$ cat src/rtl/qu_common.sv
// ============================================================================
// Module      : qu_common
// Description : Shared types and constants for the front-end pipeline stages.
// Revision    : 1.0 - initial release
// ============================================================================
`default_nettype none

package qu_common;

    typedef logic [31:0] pc_t;

    typedef struct packed {
        pc_t         pc;
        logic [31:0] instr;
    } fetch_entry_t;

    localparam pc_t FETCH_PC_INCR = 32'd4;

endpackage

`default_nettype wire

$ cat src/rtl/fetch_queue.sv
// ============================================================================
// Module      : fetch_queue
// Description : Power-of-two FIFO of fetched {pc, instr} entries with flush.
// Revision    : 1.0 - initial release
// ============================================================================
`default_nettype none

module fetch_queue
    import qu_common::*;
#(
    parameter  int DEPTH = 4,
    localparam int PW    = $clog2(DEPTH),
    localparam int CW    = $clog2(DEPTH + 1)
) (
    input  logic         clk,
    input  logic         rst,
    input  logic         flush,
    input  logic         push,
    input  fetch_entry_t push_data,
    input  logic         pop,
    output fetch_entry_t head,
    output logic [CW-1:0] count
);

    localparam logic [CW-1:0] DEPTH_C = CW'(DEPTH);

    fetch_entry_t  r_mem [DEPTH];
    logic [PW-1:0] r_rd_ptr;
    logic [PW-1:0] r_wr_ptr;
    logic [CW-1:0] r_count;

    logic w_push;
    logic w_pop;

    // Flush wins over push/pop; a pop on an empty queue is a no-op.
    assign w_push = push && !flush && !rst;
    assign w_pop  = pop && !flush && !rst && (r_count != '0);

    always_ff @(posedge clk) begin
        if (rst || flush) begin
            r_rd_ptr <= '0;
            r_wr_ptr <= '0;
            r_count  <= '0;
        end else begin
            if (w_push) begin
                r_wr_ptr <= r_wr_ptr + 1'b1;
            end
            if (w_pop) begin
                r_rd_ptr <= r_rd_ptr + 1'b1;
            end
            unique case ({w_push, w_pop})
                2'b10:   r_count <= r_count + 1'b1;
                2'b01:   r_count <= r_count - 1'b1;
                default: r_count <= r_count;
            endcase
        end
    end

    always_ff @(posedge clk) begin
        if (w_push) begin
            r_mem[r_wr_ptr] <= push_data;
        end
    end

`ifndef SYNTHESIS
    // Upstream credit accounting must never let a push land on a full queue.
    always_ff @(posedge clk) begin
        if (!rst && !flush) begin
            assert (!(push && (r_count == DEPTH_C)));
        end
    end
`endif

    assign head  = (r_count != '0) ? r_mem[r_rd_ptr] : '0;
    assign count = r_count;

endmodule

`default_nettype wire

$ cat src/rtl/fetch.sv
// ============================================================================
// Module      : fetch
// Description : Instruction fetch stage: PC, credit-gated imem requests,
//               in-flight tracking and output queue towards decode.
// Revision    : 1.0 - initial release
// ============================================================================
`default_nettype none

module fetch
    import qu_common::*;
#(
    parameter int  INSTR_WIDTH = 32,
    parameter pc_t RESET_PC    = 32'h0000_0000,
    parameter int  QUEUE_DEPTH = 4
) (
    input  logic                   clk,
    input  logic                   rst,
    output logic                   imem_req,
    output pc_t                    imem_addr,
    input  logic                   imem_ready,
    input  logic [INSTR_WIDTH-1:0] imem_rdata,
    input  logic                   redirect_valid,
    input  pc_t                    redirect_pc,
    output logic [INSTR_WIDTH-1:0] instr_out,
    output pc_t                    pc_out,
    output logic                   out_valid,
    input  logic                   out_ready
);

    localparam int            CW      = $clog2(QUEUE_DEPTH + 1);
    localparam logic [CW:0]   DEPTH_C = (CW + 1)'(QUEUE_DEPTH);

    pc_t  r_fetch_pc;
    logic r_inflight;
    pc_t  r_inflight_pc;
    logic r_inflight_kill;

    logic [CW-1:0] w_count;
    logic [CW:0]   w_credits_used;
    logic          w_issue;
    logic          w_accept;
    logic          w_push;
    fetch_entry_t  w_push_entry;
    fetch_entry_t  w_head;

    // Queued entries plus the outstanding response must leave a free slot.
    assign w_credits_used = {1'b0, w_count} + {{CW{1'b0}}, r_inflight};
    assign w_issue        = !rst && !redirect_valid && (w_credits_used < DEPTH_C);
    assign w_accept       = w_issue && imem_ready;

    assign imem_req  = w_issue;
    assign imem_addr = r_fetch_pc;

    always_ff @(posedge clk) begin
        if (rst) begin
            r_fetch_pc      <= RESET_PC;
            r_inflight      <= 1'b0;
            r_inflight_pc   <= '0;
            r_inflight_kill <= 1'b0;
        end else if (redirect_valid) begin
            r_fetch_pc      <= redirect_pc & ~32'h3;
            r_inflight      <= 1'b0;
            r_inflight_kill <= 1'b1;
        end else if (w_accept) begin
            r_fetch_pc      <= r_fetch_pc + FETCH_PC_INCR;
            r_inflight      <= 1'b1;
            r_inflight_pc   <= r_fetch_pc;
            r_inflight_kill <= 1'b0;
        end else begin
            r_inflight      <= 1'b0;
        end
    end

    assign w_push             = r_inflight && !r_inflight_kill && !redirect_valid && !rst;
    assign w_push_entry.pc    = r_inflight_pc;
    assign w_push_entry.instr = imem_rdata;

    fetch_queue #(
        .DEPTH (QUEUE_DEPTH)
    ) u_queue (
        .clk       (clk),
        .rst       (rst),
        .flush     (redirect_valid),
        .push      (w_push),
        .push_data (w_push_entry),
        .pop       (out_valid && out_ready),
        .head      (w_head),
        .count     (w_count)
    );

    assign out_valid = (w_count != '0);
    assign instr_out = w_head.instr;
    assign pc_out    = w_head.pc;

endmodule

`default_nettype wire

$ cat config.mk
export PLATFORM = sky130hd
export DESIGN_NAME = fetch
export DESIGN_NICKNAME = d
export VERILOG_FILES = /design/src/rtl/qu_common.sv /design/src/rtl/fetch_queue.sv /design/src/rtl/fetch.sv
export SDC_FILE = /design/constraint.sdc
export NUM_CORES = 1
export LEC_CHECK = 0
export ABC_AREA = 1
export BUFFER_PORTS_ARGS = -buffer_cell sky130_fd_sc_hd__buf_2
export CAP_MARGIN = 10
export CORE_MARGIN = 5
export CORE_UTILIZATION = 30
export CTS_CLUSTER_DIAMETER = 30
export DETAILED_ROUTE_END_ITERATION = 16
export GPL_TIMING_DRIVEN = 0
export SLEW_MARGIN = 10
export SYNTH_ARGS = -nofsm -noshare
export SYNTH_HDL_FRONTEND = slang
export SYNTH_SLANG_ARGS = --single-unit
$ cat constraint.sdc
create_clock -name clk -period 3.7 [get_ports clk]
set_input_delay 0.185 -clock clk [delete_from_list [all_inputs] [get_ports clk]]
set_output_delay 0.185 -clock clk [all_outputs]
set_load 0.01 [all_outputs]
Yosys cells after proc, flatten, opt, wreduce, memory -nomap -nowiden
Memories as Yosys holds them, arrays and structs flattened. A register that Yosys moved wholly into a read port is not among the register bits.
Index checks and enable logic that the tools add are counted.
{ "totals": {"elab_cells": 51, "n_memories": 1, "output_inout_bits": 98, "in_bits": 69, "ff_bits": 73, "ram_bits": 256} }
{ "op_classes": {"n_eq_ne": 2, "muxes": 11, "n_reduce_logical": 21, "n_bitwise": 1, "add_sub_neg": 6, "magnitude_cmp": 1} }
{ "mem_list": {"columns": ["memory", "depth", "word_bits", "rd", "rd_clocked_by_memory_dff", "wr", "line_no", "source"], "rows": [
  ["u_queue.r_mem", 4, 64, 1, 1, 1, "fetch_queue.sv:27", "fetch_entry_t r_mem [DEPTH];"]
]} }
{ "ops": {"columns": ["operator", "count"], "rows": [
  ["2-to-1 mux 32 bit", 2],
  ["2-to-1 mux 64 bit", 1],
  ["adder 32 x 3 -> 32 bit, second input constant", 1],
  ["logical AND 1 bit", 12],
  ["case mux 3 bit (2 select lines)", 1],
  ["2-to-1 mux 1 bit", 5],
  ["adder 2 x 1 -> 2 bit, second input constant", 2],
  ["adder 3 x 1 -> 4 bit", 1],
  ["< comparator 4 x 3 -> 1 bit, second input constant", 1],
  ["2-to-1 mux 2 bit", 2],
  ["nonzero test 2 bit", 2],
  ["adder 3 x 1 -> 3 bit, second input constant", 1],
  ["zero test 1 bit", 3],
  ["nonzero test 3 bit", 1],
  ["subtractor 3 x 1 -> 3 bit, second input constant", 1],
  ["equality test 2 x 1 -> 1 bit, second input constant", 1],
  ["equality test 2 bit, second input constant", 1],
  ["AND reduction 2 bit", 1],
  ["OR reduction 2 bit", 1],
  ["logical OR 1 bit", 1],
  ["NOT 1 bit", 1]
]} }

Longest topological paths before layout
{ "depth": {"word_depth": 8, "ltp_mapped": 12, "depth_no_buf": 12} }

Modules after synthesis
Synthesis repeated with hierarchy kept, for this count alone.
{ "hier_totals": {"hier_cells": 1310, "area_unflattened_um2": 13584.3} }
{ "by_module_without_submodules": {"columns": ["module", "seq_area_each_um2", "n_inst", "area_each_um2", "cells_each"], "rows": [
  ["fetch_queue", 7867.5, 1, 10400.0, 823],
  ["fetch", 1241.2, 1, 3184.3, 487]
]} }

Worst setup path before layout
Ideal clock, no wire load.
{ "synth_path": {"kind": "input to register", "startpoint": "input redirect_valid", "endpoint": "memory u_queue.r_mem[0][0] (netlist name), enable pin", "path_buffers": 1, "setup_ns": 0.482, "stages": 6, "path_slack_ns": -0.141, "t_arrival_ns": 3.359, "required_time_ns": 3.218, "cell_sequence": "buf_4 nor2_8 inv_1 nor2_1 inv_1 nor2_1"} }
{ "synth_between": {"elab_chain_cells": 7} }
{ "synth_rtl": {"columns": ["element", "line_no", "source"], "rows": [
  ["start, declared", "fetch.sv:22", "input logic redirect_valid,"],
  ["zero test 1 bit (*)", "fetch_queue.sv:36, fetch.sv:74", null],
  ["logical AND 1 bit (2 in a row)", "fetch.sv:74", "assign w_push = r_inflight && !r_inflight_kill && !redirect_valid && !rst;"],
  ["logical AND 1 bit (*) (2 in a row)", "fetch_queue.sv:36", "assign w_push = push && !flush && !rst;"],
  ["2-to-1 mux 1 bit (*)", "fetch_queue.sv:60", "if (w_push) begin"],
  ["2-to-1 mux 1 bit (implied by the code) (*)", "fetch_queue.sv:61", "r_mem[r_wr_ptr] <= push_data;"],
  ["end, declared", "fetch_queue.sv:27", null]
]} }
Every way passes the cells marked *; elsewhere a longest branch is shown, timed or not.

==> impl_metrics.env <==
export IMPL_status="completed"
export IMPL_synth_area_sq_mm=0.0132
export IMPL_vias=10305
export IMPL_path_cells="buf_2 > inv_2 > buf_2 > clkbuf_1 > o21ai_0 > a21oi_1 > buf_2"
export IMPL_intPower_mw=7.97
export IMPL_yosys_warnings=0
export IMPL_start_util_pct=30.5
export IMPL_pwr_share_seq_pct=39.0
export IMPL_dpl_cell_area_sq_mm=0.0149
export IMPL_clk_latency_ns=0.56
export IMPL_setup_viol=0
export IMPL_arrival_ns=2.61
export IMPL_antenna_found_initial=0
export IMPL_grt_max_degree=26
export IMPL_yosysTopAreaCell="edfxtp_1"
export IMPL_layout_nets=1646
export IMPL_drc_errors=0
export IMPL_rows=76
export IMPL_hpwl_um=24800
export IMPL_drt_pass1_iterations=7
export IMPL_worst_clock_skew_ns=0.0204
export IMPL_place_gp_congestion=0.860
export IMPL_slowest_delay_ns=0.43
export IMPL_synth_avg_cell_area_sq_um=10.4
export IMPL_drv_slew=0
export IMPL_fmax_mhz=357
export IMPL_antenna_cells=0
export IMPL_fp_dieArea_sq_mm=0.0483
export IMPL_cts_resized=0
export IMPL_layout_common_cells="300 x nor2_1, 248 x edfxtp_1, 175 x buf_2, 159 x o21ai_0, 144 x nand2_1"
export IMPL_drt_iter0_drc=939
export IMPL_min_period_ns=2.80
export IMPL_combPwrFrac_pct=3.2
export IMPL_synth_area_leaders="edfxtp_1 56%, dfxtp_1 11%, nor2_1 8.6%"
export IMPL_fin_setup_tns_ns=0
export IMPL_end_kind="output pin"
export IMPL_swShare_pct=21.4
export IMPL_critPathMaxFanout=10
export IMPL_fin_area_sq_mm=0.0178
export IMPL_peakVddDrop_mv=0.274
export IMPL_viasPerCell=4.67
export IMPL_io_pins=167
export IMPL_routed_wl_um=37900
export IMPL_die_h_um=220
export IMPL_worst_pin_slew_ns=0.878
export IMPL_wl_per_cell_um=17.2
export IMPL_grt_ovfl_total=0
export IMPL_min_from="redirect_pc[24]"
export IMPL_drive_gt1_share_pct=21.0
export IMPL_cts_max_level=3
export IMPL_switchingPower_mw=2.17
export IMPL_grt_pass1_vias=10263
export IMPL_path_class="flop to output pin"
export IMPL_port_buffers=158
export IMPL_synth_seq_area_share_pct=67.1
export IMPL_holdWs_ns=0.0287
export IMPL_cts_tree="built"
export IMPL_pwr_share_clk_pct=57.8
export IMPL_syn_to_final_growth_pct=34.7
export IMPL_hold_violations=0
export IMPL_cts_num_sinks=319
export IMPL_rsz0062_at_grt="no"
export IMPL_cts_buffers=66
export IMPL_worstReg2RegStart="r_inflight$_SDFF_PP0_"
export IMPL_cap_viol_max_count=0
export IMPL_layout_commonest_cell="nor2_1"
export IMPL_p_total_mw=10.1
export IMPL_clkTransAtPathRegs_ns=0.05
export IMPL_cts_root_buf="clkbuf_16"
export IMPL_holdCritPathClass="input port to flop"
export IMPL_core_sq_mm=0.0434
export IMPL_postSynthCellCount=1272
export IMPL_cts_setup_buffers=0
export IMPL_slew_headroom_pct=41.3
export IMPL_post_route_period_util_pct=75.6
export IMPL_slowest_stage="clkbuf_1"
export IMPL_required_ns=3.51
export IMPL_cpMostUsedCell="buf_2"
export IMPL_synth_top_area_share_pct=56.4
export IMPL_clk_path_buf_depth=3
export IMPL_crit_path_start_kind="flop"
export IMPL_grt_pass1_wl_um=57600
export IMPL_synth_seq_cells=319
export IMPL_antenna_left=0
export IMPL_power_density_mw_per_mm2=570
export IMPL_dieWidth_um=220
export IMPL_synth_cell_types=36
export IMPL_power_leakage_nw=6.81
export IMPL_grt_usage_pct=15.4
==> metrics by stage <==
stage / instances / util [%] / setup slack, ns
finish: 2208 / 41.0 / 0.901
detailed placement: 2026 / 34.5 / 1.22
global route: 2208 / 41.0 / 0.676
floorplan: 1275 / - / -0.141
CTS: 2208 / 41.0 / 0.745
global placement: 2018 / 34.0 / -2.52
==> power groups by stage <==
stage | logic [mW] | clock network (mW) | registers [mW]
after floorplan | 0.138 | 0 | 4.01
after global placement | 0.264 | 0 | 4.02
after detailed placement | 0.271 | 0 | 4.02
after CTS | 0.324 | 5.97 | 3.96
after global routing | 0.359 | 6.15 | 3.96
final | 0.324 | 5.86 | 3.96
==> layout make-up <==
class                           instances  area (sq um)
Multi-Input combinational cell        815          3790
Timing Repair Buffer                  227          1570
Buffer                                 70           325
Fill cell                            4191         25600
Clock inverter                         41           465
Sequential cell                       319          8870
Tap cell                              585           732
Clock buffer                           80          1780
Inverter                               71           267
==> state kept, by name, summed over array words and instances (netlist names), named ones only <==
register and flops:
imem_addr 30, u_queue.r_rd_ptr 2, u_queue.r_mem 248, r_inflight_kill 1, r_inflight_pc 30, u_queue.count 3
u_queue.r_wr_ptr 2, r_inflight 1
==> repair_timing <==
action / in CTS / in global routing
hold buffers: 61 / 0
endpoints found under the hold margin: 157 / 0
setup endpoints to repair: 0 / 0
==> cell usage after synthesis (all sizes together) <==
cell,count
a22oi,2
edfxtp,248
dfxtp,71
and2,2
inv,71
nor2,311
o21ai,169
xor2,10
o211ai,1
ha,6
a31oi,1
xnor2,2
a211oi,1
buf,29
nand2,146
conb,1
a21oi,122
nand3,34
clkbuf,41
nor3,1
nand4,2
fa,1
==> critical path: cells and delay by family, from the launching register on <==
| kind | cells | cell delay (ns) |
|---|---|---|
| buffers and inverters | 5 | 1.30 |
| DFF | 1 | 0.28 |
| AOI/OAI and AO/OA | 2 | 0.47 |
==> cells by family (layout without fill, tap and decap cells) <==
logic type / Yosys count / after routing / share of synthesized area, %
and+or+nand+nor: 496 / 496 / 15.1
DFF: 319 / 319 / 67.1
buffers and inverters: 141 / 489 / 4.48
AOI/OAI and AO/OA: 296 / 296 / 11.8
adders and majority gates: 7 / 7 / 0.720
other: 1 / 4 / 0.0284
xor gates and xnor gates: 12 / 12 / 0.795
==> routing by layer <==
layer	routed length, um	vias up	track usage (%)
li1	-	4965	-
met1	16600	4872	20.6
met2	17400	397	24.7
met3	2820	71	3.78
met4	998	0	5.37
met5	0	-	0
==> path summary, 6_finish.rpt <==
kind / slack [ns] / end / cells after the start
max: 0.90 / pc_out[14] / 7
min reg2reg: 0.48 / flop / 2
max reg2reg: 1.39 / u_queue.r_mem[1][28]$_DFFE_PP_ / 8
min: 0.03 / imem_addr[24]$_SDFFE_PP0P_ / 5
No activity file was read; power rests on OpenSTA's default activity.
